`src/rtl/uart_cmd_pkg.sv`:
```
// rtl/uart_cmd_pkg.sv - shared constants, states and helpers for the UART command sequencer
package uart_cmd_pkg;

  localparam logic [7:0] SYNC_BYTE_DEF = 8'hA5;
  localparam int         CMD_OP_W      = 4;
  localparam int         TIMER_W       = 16;

  // Parser states
  localparam logic [2:0] ST_IDLE    = 3'd0;
  localparam logic [2:0] ST_GET_OP  = 3'd1;
  localparam logic [2:0] ST_GET_A   = 3'd2;
  localparam logic [2:0] ST_GET_B   = 3'd3;
  localparam logic [2:0] ST_GET_CHK = 3'd4;

  typedef struct packed {
    logic [CMD_OP_W-1:0] op;
    logic [7:0]          a;
    logic [7:0]          b;
  } cmd_t;

  // Frame checksum covers the full opcode byte, upper nibble included
  function automatic logic [7:0] frame_chk(input logic [7:0] op, input logic [7:0] a,
                                           input logic [7:0] b);
    return op ^ a ^ b;
  endfunction

endpackage

```
`src/rtl/uart_cmd_sequencer_gap_timer.sv`:
```
// rtl/uart_cmd_sequencer_gap_timer.sv - inter-byte gap counter with clear, enable and expire
module gap_timer
  import uart_cmd_pkg::*;
#(
  parameter int TIMEOUT_CLKS = 43400
) (
  input  logic clk,
  input  logic rst,
  input  logic clr,
  input  logic en,
  output logic expire
);

  localparam logic [TIMER_W-1:0] LAST = TIMER_W'(TIMEOUT_CLKS - 1);

  logic [TIMER_W-1:0] count_q, count_d;

  assign expire = (count_q == LAST);

  // Clear wins over count; saturate at the expire value so the counter never wraps
  always_comb begin
    count_d = count_q;
    if (clr) begin
      count_d = '0;
    end else if (en && !expire) begin
      count_d = count_q + 1'b1;
    end
  end

  // Counter register
  always_ff @(posedge clk) begin
    if (rst) begin
      count_q <= '0;
    end else begin
      count_q <= count_d;
    end
  end

endmodule

```
`src/rtl/uart_cmd_sequencer.sv`:
```
// rtl/uart_cmd_sequencer.sv - 5-byte frame parser feeding a single-entry command slot
module uart_cmd_sequencer
  import uart_cmd_pkg::*;
#(
  parameter logic [7:0] SYNC_BYTE    = SYNC_BYTE_DEF,
  parameter int         TIMEOUT_CLKS = 43400
) (
  input  logic                clk,
  input  logic                rst,
  input  logic [7:0]          rx_data,
  input  logic                rx_valid,
  output logic                cmd_valid,
  input  logic                cmd_ready,
  output logic [CMD_OP_W-1:0] cmd_op,
  output logic [7:0]          cmd_a,
  output logic [7:0]          cmd_b,
  output logic                err_chk,
  output logic                err_timeout,
  output logic                err_ovr,
  output logic [7:0]          frame_cnt,
  output logic                busy
);

  logic [2:0] state_q, state_d;
  logic [7:0] op_q, op_d, a_q, a_d, b_q, b_d;
  cmd_t       slot_q, slot_d;
  logic       cmd_valid_q, cmd_valid_d;
  logic       err_chk_q, err_chk_d, err_to_q, err_to_d, err_ovr_q, err_ovr_d;
  logic [7:0] frame_cnt_q, frame_cnt_d;

  logic expire, timeout_hit, slot_free, in_idle;

  assign in_idle = (state_q == ST_IDLE);

  gap_timer #(.TIMEOUT_CLKS(TIMEOUT_CLKS)) u_gap_timer (
    .clk    (clk),
    .rst    (rst),
    .clr    (rx_valid || in_idle),
    .en     (!in_idle),
    .expire (expire)
  );

  // A byte arriving in the expiry cycle takes priority over the timeout
  assign timeout_hit = expire && !rx_valid && !in_idle;
  // Slot may be refilled in the same cycle the ALU side takes the old command
  assign slot_free   = !cmd_valid_q || cmd_ready;

  // Parser FSM, checksum verdict and command slot next-state
  always_comb begin
    state_d     = state_q;
    op_d        = op_q;
    a_d         = a_q;
    b_d         = b_q;
    slot_d      = slot_q;
    cmd_valid_d = cmd_valid_q && !cmd_ready;
    frame_cnt_d = frame_cnt_q;
    err_chk_d   = 1'b0;
    err_to_d    = 1'b0;
    err_ovr_d   = 1'b0;
    case (state_q)
      ST_IDLE: begin
        if (rx_valid && rx_data == SYNC_BYTE) state_d = ST_GET_OP;
      end
      ST_GET_OP, ST_GET_A, ST_GET_B: begin
        if (rx_valid) begin
          if (state_q == ST_GET_OP) op_d = rx_data;
          if (state_q == ST_GET_A)  a_d  = rx_data;
          if (state_q == ST_GET_B)  b_d  = rx_data;
          state_d = state_q + 3'd1;
        end else if (timeout_hit) begin
          state_d  = ST_IDLE;
          err_to_d = 1'b1;
        end
      end
      ST_GET_CHK: begin
        if (rx_valid) begin
          state_d = ST_IDLE;
          if (rx_data != frame_chk(op_q, a_q, b_q)) begin
            err_chk_d = 1'b1;
          end else if (slot_free) begin
            slot_d      = '{op: op_q[CMD_OP_W-1:0], a: a_q, b: b_q};
            cmd_valid_d = 1'b1;
            frame_cnt_d = frame_cnt_q + 8'd1;
          end else begin
            err_ovr_d = 1'b1;
          end
        end else if (timeout_hit) begin
          state_d  = ST_IDLE;
          err_to_d = 1'b1;
        end
      end
      default: state_d = ST_IDLE;
    endcase
  end

  // State, staging and output registers
  always_ff @(posedge clk) begin
    if (rst) begin
      state_q     <= ST_IDLE;
      op_q        <= '0;
      a_q         <= '0;
      b_q         <= '0;
      slot_q      <= '0;
      cmd_valid_q <= 1'b0;
      frame_cnt_q <= '0;
      err_chk_q   <= 1'b0;
      err_to_q    <= 1'b0;
      err_ovr_q   <= 1'b0;
    end else begin
      state_q     <= state_d;
      op_q        <= op_d;
      a_q         <= a_d;
      b_q         <= b_d;
      slot_q      <= slot_d;
      cmd_valid_q <= cmd_valid_d;
      frame_cnt_q <= frame_cnt_d;
      err_chk_q   <= err_chk_d;
      err_to_q    <= err_to_d;
      err_ovr_q   <= err_ovr_d;
    end
  end

  assign cmd_valid   = cmd_valid_q;
  assign cmd_op      = slot_q.op;
  assign cmd_a       = slot_q.a;
  assign cmd_b       = slot_q.b;
  assign err_chk     = err_chk_q;
  assign err_timeout = err_to_q;
  assign err_ovr     = err_ovr_q;
  assign frame_cnt   = frame_cnt_q;
  assign busy        = !in_idle;

endmodule

```
`config.mk`:
```
export PLATFORM = sky130hd
export DESIGN_NAME = uart_cmd_sequencer
export DESIGN_NICKNAME = d
export VERILOG_FILES = /design/src/rtl/uart_cmd_pkg.sv /design/src/rtl/uart_cmd_sequencer_gap_timer.sv /design/src/rtl/uart_cmd_sequencer.sv
export SDC_FILE = /design/constraint.sdc
export NUM_CORES = 1
export LEC_CHECK = 0
export CAP_MARGIN = 25
export CORE_AREA = 10 10 114 85
export DETAILED_ROUTE_END_ITERATION = 8
export DIE_AREA = 0 0 124 95
export PLACE_DENSITY = 0.75
export SETUP_SLACK_MARGIN = 0.1
export SYNTH_ARGS = -nofsm -noshare
export SYNTH_HDL_FRONTEND = slang
export SYNTH_HIERARCHICAL = 1
export SYNTH_SLANG_ARGS = --single-unit
```
`constraint.sdc`:
```
create_clock -name clk -period 2.35 [get_ports clk]
set_clock_uncertainty 0.2 [all_clocks]
set_input_delay 0.3525 -clock clk [delete_from_list [all_inputs] [get_ports clk]]
set_output_delay 0.3525 -clock clk [all_outputs]
set_load 0.05 [all_outputs]
```
# Yosys cells after proc, flatten, opt, wreduce, memory -nomap -nowiden
# Cells that the tools add are included.
[op_classes]
bitwise_logic = 6
mux = 12
eq_ne = 8
n_addsub = 3
reduce_logical = 23
[op_table]
columns = ["operator", "count"]
rows = [
  ["adder 16 x 1 -> 16 bit, second input constant", 1],
  ["equality test 16 bit, second input constant", 1],
  ["bitwise XOR 8 bit", 2],
  ["2-to-1 mux 3 bit", 4],
  ["one-hot mux 3 bit (3 select lines)", 1],
  ["AND reduction 3 bit", 3],
  ["OR reduction 3 bit", 3],
  ["adder 8 x 1 -> 8 bit, second input constant", 1],
  ["equality test 8 bit, second input constant", 1],
  ["inequality test 8 bit", 1],
  ["OR reduction 4 bit", 2],
  ["2-to-1 mux 1 bit", 7],
  ["equality test 3 x 2 -> 1 bit, second input constant", 2],
  ["logical AND 1 bit", 5],
  ["zero test 1 bit", 5],
  ["inverter 1 bit", 4],
  ["AND reduction 4 bit", 1],
  ["adder 3 x 1 -> 3 bit, second input constant", 1],
  ["equality test 3 x 1 -> 1 bit, second input constant", 1],
  ["equality test 3 bit, second input constant", 1],
  ["zero test 3 bit", 1],
  ["logical OR 1 bit", 2],
  ["inequality test 2 x 1 -> 1 bit, second input constant", 1],
  ["OR reduction 2 bit", 1],
]
[word_totals]
output_inout_bits = 33
in_bits = 12
ff_bits = 75
elab_cells = 65

# Logic depth before layout (Yosys ltp)
# Gate-level depths: netlist of run 1.
[logic_depth]
ltp_word = 6
depth_mapped = 8

# Modules after synthesis
# The synthesis of run 1 kept the hierarchy.
[by_module_without_submodules]
columns = ["mod", "instances", "area_per_inst_um2", "cells_per_inst"]
rows = [
  ["uart_cmd_sequencer", 1, 2870.3, 338],
  ["gap_timer", 1, 803.3, 97],
]

# Worst setup path before layout of run 1
# Ideal clock, no wire load.
[synth_path]
path_type = "register -> register"
from = "register state_q[0]"
to = "register u_gap_timer.count_q[14]"
slack_ps = -235
t_arrival_ps = 2269
stages_incl_launch_ff = 8
synth_period_minus_slack_ps = 2585
path_cell_list = "dfxtp_1 -> inv_1 -> ha_1 -> nand2b_1 -> nand4_1 -> nor3_1 -> a31oi_1 -> a41o_1"
[synth_between]
elab_chain_len = 3
word_cells_on_any_way = 5
[synth_rtl]
columns = ["item", "line_no", "text"]
rows = [
  ["from (decl)", "uart_cmd_sequencer.sv:24", "logic [2:0] state_q, state_d;"],
  ["from (signal assigned)", "uart_cmd_sequencer.sv:110", "state_q <= state_d;"],
  ["zero test 3 bit", "uart_cmd_sequencer.sv:33", "assign in_idle = (state_q == ST_IDLE);"],
  ["zero test 1 bit", "n/a", ""],
  ["net busy", "uart_cmd_sequencer.sv:21", "output logic busy"],
  ["logical AND 1 bit", "uart_cmd_sequencer_gap_timer.sv:25", "end else if (en && !expire) begin"],
  ["to (signal assigned)", "uart_cmd_sequencer_gap_timer.sv:35", "count_q <= count_d;"],
  ["to (decl)", "uart_cmd_sequencer_gap_timer.sv:16", "logic [TIMER_W-1:0] count_q, count_d;"],
]
# The timed path passes the listed nets, and every way through them passes these cells.
# A chain may end at the register's enable or synchronous reset.

# Final worst setup path of run 1
[layout_path]
from = "register frame_cnt_q[0], in the netlist frame_cnt[0]"
to = "output frame_cnt[0]"
[layout_rtl]
columns = ["item", "line_no", "text"]
rows = [
  ["from (decl)", "uart_cmd_sequencer.sv:29", "logic [7:0] frame_cnt_q, frame_cnt_d;"],
  ["from (signal assigned)", "uart_cmd_sequencer.sv:116", "frame_cnt_q <= frame_cnt_d;"],
  ["to (decl)", "uart_cmd_sequencer.sv:20", "output logic [7:0] frame_cnt,"],
]
# No word-level cell between the ends.

==> reports/metrics.csv, run 1 <==
metric,value,unit
NumNets Final,515,
drt via density,5.759,
Sw Share,31.12,%
# diodes,0,
"Slew Viols, Final",0,
Seq pwr share,43.1,%
total power,3.110,mW
Worst R2R Setup Slack,210,ps
Final Hold Viols,0,
CP Launch Type,flop,
met3 Use GR,5.304,%
#FFs+latches synth,75,
Initial Utilization,48.33,%
Port-buffer cells,44,
# H-tree levels,3,
CP arrival,1610,ps
fin crit share,92.16,%
HP Start,rst,
status,"finished, final reports clean",
largest net degree at the start of global routing,28,
CP max FO,5,
Synthesized Nets,455,
synthesized area,0.003674,mm²
Max rail drop VDD,0.3459,mV
Layout area overhead,26.26,%
crit-path cells,clkdlybuf4s50_1,
CTS max path bufs,2,
"slowest stage delay, CP",840,ps
logic gate share of total power,23.7,%
fin worst setup slack,184.2,ps
Post-Place Worst Slack,-142.4,ps
P_int,2.142,mW
first-pass GRT wire length,15.79,mm
Hold Path Class,input pin to flop,
vias in the first global route,3202,
Root Driver,clkbuf_8,
TritonRoute pass-1 iters,5,
GR Util met1,22.97,%
final core occ,61.02,%
met2 GRT Util,23.99,%
worst hold endpoint,b_q[0],
pwr dens,670.4,mW/mm²
row count,27,
Clock power frac,33.2,%
Max Cap Viol,0,
Synth cell types,44,
Worst slew margin,64.94,%
routed wire length,9.719,mm
WP buf/inv,1,
mean post-synth cell area,8.445,µm²
CTS tree,yes,
number of fill cells,679,
Core Region,0.007601,mm²
Worst Path Required,1800,ps
Mapped Cells,435,
layout cells sized above 1,14.60,%
Congestion Overflow GR,0,
Worst setup EP type,primary output,
I/O pin total,45,
Die H,95,µm
# setup viols final,0,
Overall Global Routing Usage,16.53,%
Placement Cell Area,0.004398,mm²
clock sink count,75,
P_sw,0.9678,mW
DRT iter0 DRCs,395,
post-route ant nets,0,
register area share after synthesis,40.87,%
drc violations,0,
Final Cell Area,0.004638,mm²
Slew @ Worst Pin,524.2,ps
Post-synth ARST share,0,%
dpl hpwl,7.017,mm
Wirelength per Cell,16.17,µm
CTS buffer count,9,
Worst Hold Depth,2,
Die X,124,µm
reg-to-reg endpoint,state_q[1],
Worst R2R Start,u_gap_timer/count_q[6],
"CP delay by family, top",buffers and inverters,
"CTS clk-pin slew, worst paths",80,ps
clk_lat worst skew,350,ps
RSZ-0062 raised after global routing,true,
TNS Setup,0,ps
Setup CP Type,flop to primary output,
initial antenna violation count,0,
via count,3461,
fmax,461.7,MHz
Leak Pwr,1.552,nW
Worst Reg-to-Reg Cells,7,
"Top FF cell, synth",dfxtp_1,
Final min period,2166,ps
"EDFF count, synth",0,
slowest cell on the critical path,clkdlybuf4s50_1,
routability cong.,0.9077,
cts-stage hold buffer count,0,
Syn. warnings,6,
Die ar.,0.01178,mm²
GRT busiest layer,met2,
## power groups by stage
stage,logic [mW],registers [mW],clock network [mW]
after floorplan,0.486,1.36,0
after global placement,0.707,1.37,0
after detailed placement,0.716,1.37,0
after CTS,0.721,1.34,1.05
after global routing,0.798,1.34,1.10
final,0.736,1.34,1.03
## synthesized netlist by cell type, types with 2 or more instances
cell type  number  area share (%)
xnor2_2         3             1.3
ha_1            8             2.7
nand4_1        32             5.4
nand2b_1        3            0.51
nor2_1         32             3.3
or3_1           2            0.34
nor2b_1         6             1.0
xnor2_1        26             6.2
and4_1          4            0.95
and3_1          3            0.51
clkbuf_1       23             2.4
o21ai_0         5            0.68
a31oi_1         3            0.51
o31ai_1        22             4.5
nand2_1        36             3.7
dfxtp_1        75              41
xor2_1          5             1.2
nor3_1         12             1.6
buf_2           7            0.95
nand3_1        32             4.4
a31o_2          2            0.48
a21oi_1        54             7.4
nor4bb_1        2            0.54
mux2_1          2            0.61
nor4_1          6             1.0
mux2_2          4             1.2
inv_1           9            0.92
## registers in the layout, indices dropped and copies added, names as in the netlist
name,cells
err_ovr,1
frame_cnt,8
err_chk,1
cmd_valid,1
cmd_b,8
state_q,3
u_gap_timer/count_q,16
b_q,8
err_timeout,1
cmd_op,4
op_q,8
cmd_a,8
a_q,8
## kinds of logic (layout without fill, tap and decap cells)
group                    Yosys count  after routing  synth area share [%]
AO/OA/AOI/OAI                     94             94                 15.84
XOR/XNOR                          34             34                 8.719
adder cells (fa/ha/maj)            8              8                 2.725
buffers and inverters             40            105                 4.428
flip-flops                        75             75                 40.87
multiplexers                       7              7                 2.112
AND/OR/NAND/NOR                  177            177                 25.31
## per-stage QoR
stage	instances	hold slack (ps)
after floorplan	435	247.8
after global placement	583	252.4
after detailed placement	583	263.6
after CTS	599	183.9
after global routing	601	198.1
final	601	198.3
## layer usage
metal | vias up | wire length (µm)
met5 | - | 0
met4 | 0 | 86
met3 | 9 | 873
met2 | 140 | 4052
met1 | 1622 | 4707
li1 | 1690 | -
## layout make-up
class | count | area [µm²] | share of cell area, %
Multi-Input combinational cell | 320 | 2044 | 44.08
Sequential cell | 75 | 1501 | 32.37
Timing Repair Buffer | 80 | 728.2 | 15.70
Clock buffer | 12 | 155.1 | 3.345
Tap cell | 101 | 126.4 | 2.725
Clock inverter | 4 | 48.80 | 1.052
Inverter | 9 | 33.78 | 0.7284
## cells in the final DEF, fill, tap and decap left out, types with 2 or more instances in the layout
cell,instances
nor4bb_1,2
buf_12,2
xnor2_2,3
dfxtp_1,75
o31ai_1,21
and4_1,4
clkinv_2,2
xnor2_1,26
nor4_1,4
buf_4,35
o21ai_0,4
nand2_1,36
nor2_1,32
xor2_1,5
mux2_2,4
ha_1,8
or3_1,2
a31oi_1,3
inv_1,8
and3_1,2
a21oi_1,54
a31o_2,2
nand3_1,32
mux2_1,2
nand2b_1,2
clkbuf_8,11
nor2b_1,6
nor3_1,12
nand4_1,32
clkdlybuf4s50_1,42
## how the worst max path moves through the flow
stage	from	end	cells past startpoint
after CTS	u_gap_timer/count_q[10]	state_q[1]	7
after detailed placement	rx_data[4]	frame_cnt[0]	6
after global routing	u_gap_timer/count_q[11]	state_q[1]	7
after global placement	rx_data[4]	frame_cnt[0]	6
after floorplan	u_gap_timer/count_q[10]	state_q[1]	7
final	frame_cnt[0]	frame_cnt[0]	1
## what timing repair did
| action | in CTS | in global routing |
|---|---|---|
| pin swaps | 1 | 3 |
| buffers inserted | 0 | 2 |
| endpoints found under the setup margin | 1 | 27 |
| gates cloned | 0 | 0 |
| resized for setup | 1 | 5 |
(Power assumes the default switching activity.)
==> inputs of run 2 (changes only) <==
- CELL_PAD_IN_SITES_DETAIL_PLACEMENT: default -> 1
- CELL_PAD_IN_SITES_GLOBAL_PLACEMENT: default -> 1
- CORE_AREA: 10 10 114 85 -> 10 10 86 144
- DIE_AREA: 0 0 124 95 -> 0 0 96 154
- PLACE_DENSITY: 0.75 -> default
- PLACE_DENSITY_LB_ADDON: default -> 0.1
==> run 2 against run 1 <==
  * Cell count grew 6.7%
  * Sequential power is essentially flat
  * First-iteration DRC count shrank 68%
  * Via count grew 0.87%
  * Worst hold slack gained 20 ps
  * Flip-flop and latch count is the same
  * Die area grew 26%
  * Largest power group unchanged
  * Utilization shrank 12 points
  * Final area grew 5.0%
  * Clock power grew 25%
  * Worst setup slack gained 34 ps
==> reports/metrics.csv, run 2 (synthesis results as in run 1) <==
metric,value,unit,change
Die X,96,µm,-23%
fin worst setup slack,218.4,ps,+34.21 ps
fin crit share,90.70,%,-1.5 points
NumNets Final,531,,+3.1%
Overall Global Routing Usage,15.64,%,-0.89 points
area of the multi-input gates,0.002054,mm²,+0.49%
routability cong.,0.8282,,-8.8%
Final Cell Area,0.004872,mm²,+5.0%
Placement Cell Area,0.004548,mm²,+3.4%
Slew @ Worst Pin,524.5,ps,+0.2534 ps
slowest cell on the critical path,clkdlybuf4s50_1,,
Worst R2R Setup Slack,250,ps,+40 ps
fmax,469.1,MHz,+1.6%
Post-Place Worst Slack,-191.6,ps,-49.22 ps
Root Driver,clkbuf_16,,
TritonRoute pass-1 iters,4,,-1
CP arrival,1580,ps,-30 ps
Worst slew margin,64.92,%,about the same
max reg flops,16,,unchanged
worst hold slack,218.6,ps,+20.33 ps
Worst Path Required,1800,ps,about the same
CTS tree,yes,,
Initial Utilization,37.30,%,-11 points
Final min period,2132,ps,-34.21 ps
Final Hold Viols,0,,unchanged
# diodes,0,,unchanged
initial antenna violation count,0,,unchanged
largest net degree at the start of global routing,47,,+68%
Setup CP Type,flop to primary output,,
layout cells sized above 1,16.67,%,+2.1 points
# H-tree levels,3,,unchanged
Layout Cells excl Fill,641,,+6.7%
routed wire length,11.24,mm,+16%
Biggest register,u_gap_timer/count_q,,
"most common cell after layout, fill and taps aside",dfxtp_1,,
"CTS clk-pin slew, worst paths",60,ps,-20 ps
Leak Pwr,1.658,nW,+6.9%
clock sink count,75,,unchanged
via count,3491,,+0.87%
pwr dens,701.8,mW/mm²,+4.7%
total power,3.419,mW,+10%
Layout area overhead,32.63,%,
"slowest stage delay, CP",840,ps,about the same
Worst setup EP type,primary output,,
status,"finished, final reports clean",,
Reg area,0.001501,mm²,unchanged
RSZ-0062 raised after global routing,false,,
clk_lat worst skew,330,ps,-20 ps
vias in the first global route,3792,,+18%
DRT iter0 DRCs,125,,-68%
crit-path cells,clkdlybuf4s50_1,,
drt via density,5.446,,-5.4%
Wirelength per Cell,17.53,µm,+8.4%
CP max FO,6,,+1
Max rail drop VDD,0.5357,mV,+55%
Hold Path Class,input pin to flop,,
dpl hpwl,8.529,mm,+22%
Max Cap Viol,0,,unchanged
first-pass GRT wire length,18.57,mm,+18%
row count,48,,+78%
CTS max path bufs,2,,unchanged
Congestion Overflow GR,0,,unchanged
# setup viols final,0,,unchanged
CTS buffer count,9,,unchanged
DP Cell Count,623,,+6.9%
WP buf/inv,1,,unchanged
"Slew Viols, Final",0,,unchanged
CP Launch Type,flop,,
cts-stage hold buffer count,0,,unchanged
"commonest non-fill, non-tap cells in the layout","dfxtp_1 (75), a21oi_1 (54), buf_4 (50)",,
Die ar.,0.01478,mm²,+26%
post-route ant nets,0,,unchanged
number of fill cells,1222,,+80%
Die H,154,µm,+62%
Core Region,0.009849,mm²,+30%
"CP delay by family, top",buffers and inverters,,
I/O pin total,45,,unchanged
drc violations,0,,unchanged
Port-buffer cells,44,,unchanged
run 2: changes by cell type in the layout (fill, tap and decap cells not counted), moves of 2 or more:
cell | previous run | this run
buf_4 | 35 | 50
clkbuf_1 | 1 | 3
clkbuf_16 | 0 | 9
clkbuf_8 | 11 | 2
run 2: final cells by class:
class / count / area share, %
Clock buffer: 14 / 5.419
Clock inverter: 2 / 0.2054
Inverter: 9 / 0.6934
Multi-Input combinational cell: 320 / 42.17
Sequential cell: 75 / 30.82
Tap cell: 125 / 3.210
Timing Repair Buffer: 96 / 17.49
run 2: what timing repair did:
item | CTS | global route
gates resized for setup | 1 | 5
pin swaps | 0 | 4
setup buffers | 0 | 2
endpoints found under the setup margin | 1 | 12
run 2: per-stage QoR:
stage | TNS [ps] | util (%)
floorplan | 0 | -
global route | 0 | 49.47
CTS | 0 | 49.05
global placement | -1530 | 46.18
detailed placement | -4076 | 46.18
finish | 0 | 49.47
run 2: routing by layer:
metal / vias to the layer above / GRT usage [%] / share of wire [%]
met5: - / 0 / 0
met4: 0 / 6.916 / 2.1
met3: 18 / 2.682 / 2.7
met2: 43 / 29.96 / 57
met1: 1694 / 15.22 / 38
li1: 1736 / - / -
run 2: path summary, 6_finish.rpt:
kind	from	end	cells past startpoint
max	frame_cnt[3]	frame_cnt[3]	1
min	rst	u_gap_timer/count_q[1]	4
max reg2reg	state_q[0]	u_gap_timer/count_q[14]	8
min reg2reg	cmd_a[1]	cmd_a[1]	2
run 2: power breakdown:
part | leakage, nW | internal, mW | switching, mW | total [mW]
sequential | 0.604 | 1.31 | 0.0365 | 1.34
clock | 0.137 | 0.770 | 0.518 | 1.29
combinational | 0.917 | 0.319 | 0.469 | 0.788
==> variant (config.mk and constraints of run 1) <==
`op_q`, `a_q` and `b_q` no longer have a reset.
--- a/src/rtl/uart_cmd_sequencer.sv
+++ b/src/rtl/uart_cmd_sequencer.sv
@@ -98,7 +98,4 @@
     if (rst) begin
       state_q     <= ST_IDLE;
-      op_q        <= '0;
-      a_q         <= '0;
-      b_q         <= '0;
       slot_q      <= '0;
       cmd_valid_q <= 1'b0;
@@ -109,7 +106,4 @@
     end else begin
       state_q     <= state_d;
-      op_q        <= op_d;
-      a_q         <= a_d;
-      b_q         <= b_d;
       slot_q      <= slot_d;
       cmd_valid_q <= cmd_valid_d;
@@ -119,4 +113,10 @@
       err_ovr_q   <= err_ovr_d;
     end
+  end
+
+  always_ff @(posedge clk) begin
+    op_q <= op_d;
+    a_q  <= a_d;
+    b_q  <= b_d;
   end
 
Behaviour: no difference found for any inputs over 4 cycles, from zero or initial values and one cycle with rst high; that may be too few to reach the edited logic, so the function may still have changed.
==> variant against run 1 <==
- wire length down 23%
- synthesized cell count down 23%
- power down 1.2%
- area after synthesis down 3.4%
- via count down 25%
- final area down 1.8%
- sequential cell count unchanged
- worst setup slack worse by 0.0058 ns
- critical path type is now in -> reg
- highest routed layer unchanged
==> variant: results (changes against run 1) <==
{| class="wikitable"
! Metric !! Value
|-
| Result of the run || completed
|-
| CP max stage delay || 0.46 ns (-0.38 ns)
|-
| CP max-delay cell || sky130_fd_sc_hd__or4_1
|-
| Clock buffers created by TritonCTS || 9 (unchanged)
|-
| Min-delay worst type || reg -> reg
|-
| Yosys synthesis warning count || 6 (unchanged)
|-
| Async SR Flop Fraction || 0% (unchanged)
|-
| Filler instances || 635 (-6.5%)
|-
| Initial antenna violation count || 0 (unchanged)
|-
| Total wire length after detailed routing || 7520 µm (-23%)
|-
| Via count of the first global-routing pass || 2427 (-24%)
|-
| Most frequent cells after synthesis || 51 x sky130_fd_sc_hd__dfxtp_1, 42 x sky130_fd_sc_hd__nand2b_1, 29 x sky130_fd_sc_hd__xnor2_1
|-
| Ratio of cells with drive above 1 in the final layout || 16.4% (+1.8 points)
|-
| Biggest register || u_gap_timer/count_q
|-
| First-pass GRT wire length || 11900 µm (-25%)
|-
| Drt via density || 5.06 (-12%)
|-
| Number of non-filler instances in the completed layout || 510 (-15%)
|-
| HPWL reported at the end of detailed placement || 5380 µm (-23%)
|-
| Maximum net fanout on the critical path || 9 (+4)
|-
| Remaining max-slew budget at the tightest pin || 65.4% (+0.46 points)
|-
| Flip-flop count of the largest register, all copies and words added || 16 (unchanged)
|-
| Total Routing Usage GR || 12.8% (-3.7 points)
|-
| Area contributors post-synth || sky130_fd_sc_hd__dfxtp_1 29%, sky130_fd_sc_hd__edfxtp_1 20%, sky130_fd_sc_hd__nand2b_1 7.4%, sky130_fd_sc_hd__xnor2_1 7.2%, sky130_fd_sc_hd__mux2i_1 5.9%
|-
| Post-placement setup slack || -0.250 ns (-0.108 ns)
|-
| Net Count, Synth || 356 (-22%)
|-
| Data arrival at the endpoint of the critical path || 2.25 ns (+0.64 ns)
|-
| Post-synthesis sequential area ratio || 49.1% (+8.2 points)
|-
| Total inserted antenna cells || 0 (unchanged)
|-
| Count of different cell masters after synthesis || 45 (+2.3%)
|-
| Nets || 424 (-18%)
|-
| Cell count after placement || 492 (-16%)
|-
| Maximum number of buffers from clock root to sink || 2 (unchanged)
|-
| Routability Congestion || 0.857 (-5.6%)
|-
| Main flop type after synthesis || sky130_fd_sc_hd__dfxtp_1
|-
| Port bufs || 44 (unchanged)
|-
| Mapped Cells || 336 (-23%)
|-
| Detailed Route Iter0 Violations || 165 (-58%)
|-
| Root Buffer || sky130_fd_sc_hd__clkbuf_8
|-
| CTS H-tree depth || 3 (unchanged)
|-
| Skew-Pair Late Insertion Delay || 0.35 ns (about the same)
|-
| CTS clk-pin slew, worst paths || roughly 0.070 ns
|-
| Static leakage || 1.54 nW (-0.51%)
|-
| Number of flops mapped to enable cells by yosys || 24 (+24)
|-
| Worst VDD drop || 448 µV (+30%)
|-
| Largest net degree at the start of global routing || 38 (+36%)
|-
| First-pass iteration count of the detailed router || 4 (-1)
|}
variant: cell type report:
cell class	count	share of cell area (%)
multi-input cells	242	39.4
flip-flops and latches	75	38.3
repair buffers	68	14.8
clock buffers	12	3.44
well taps	101	2.78
clock inverters	4	0.742
inverters	8	0.660
variant: worst max-delay path, delay by kind of cell:
family	cells	cell delay (ns)
buffers and inverters	2	0.67
AND/OR/NAND/NOR	2	0.67
XOR/XNOR	2	0.41
AO/OA/AOI/OAI	1	0.15
variant: timing repair:
action,in CTS,in global routing
endpoints found under the setup margin,0,25
hold buffers,0,0
resized for setup,0,12
setup buffers,0,1
variant: final timing paths:
check                           slack (ns)            to       start  cells after the start
worst max-delay path                  0.18  frame_cnt[5]  rx_data[1]                      7
worst min-delay path                  0.28     cmd_op[1]   cmd_op[1]                      2
worst max register to register        0.20  frame_cnt[5]     op_q[1]                      6
worst min register to register        0.28     cmd_op[1]   cmd_op[1]                      2
variant: cells by family after synthesis:
family / count (synthesis) / share of synthesized area (%)
simple gates: 148 / 24.2
flops: 75 / 49.1
xor+xnor: 34 / 8.39
mux: 27 / 7.83
compound gates: 25 / 5.26
buf+inv: 19 / 2.43
fa+ha+maj: 8 / 2.82
variant: power by group:
group | switching, mW | internal (mW)
Combinational | 0.386 | 0.329
Clock | 0.474 | 0.454
Sequential | 0.0387 | 1.39
variant: layer usage:
| metal | vias up | part of all wire (%) | GRT usage, % | routed length (µm) |
|---|---|---|---|---|
| met5 | - | 0 | 0 | 0 |
| met4 | 0 | 1.1 | 4.02 | 84 |
| met3 | 6 | 6.7 | 5.13 | 506 |
| met2 | 67 | 45 | 19.1 | 3410 |
| met1 | 1194 | 47 | 16.6 | 3520 |
| li1 | 1316 | - | - | - |
variant: stage by stage:
stage / hold slack (ns) / instance area [µm²] / utilization [%]
final: 0.276 / 4550 / 59.9
after global routing: 0.289 / 4550 / 59.9
after CTS: 0.278 / 4440 / 58.5
after detailed placement: 0.261 / 4250 / 56.0
after global placement: 0.257 / 4250 / 56.0
after floorplan: 0.251 / 3550 / -
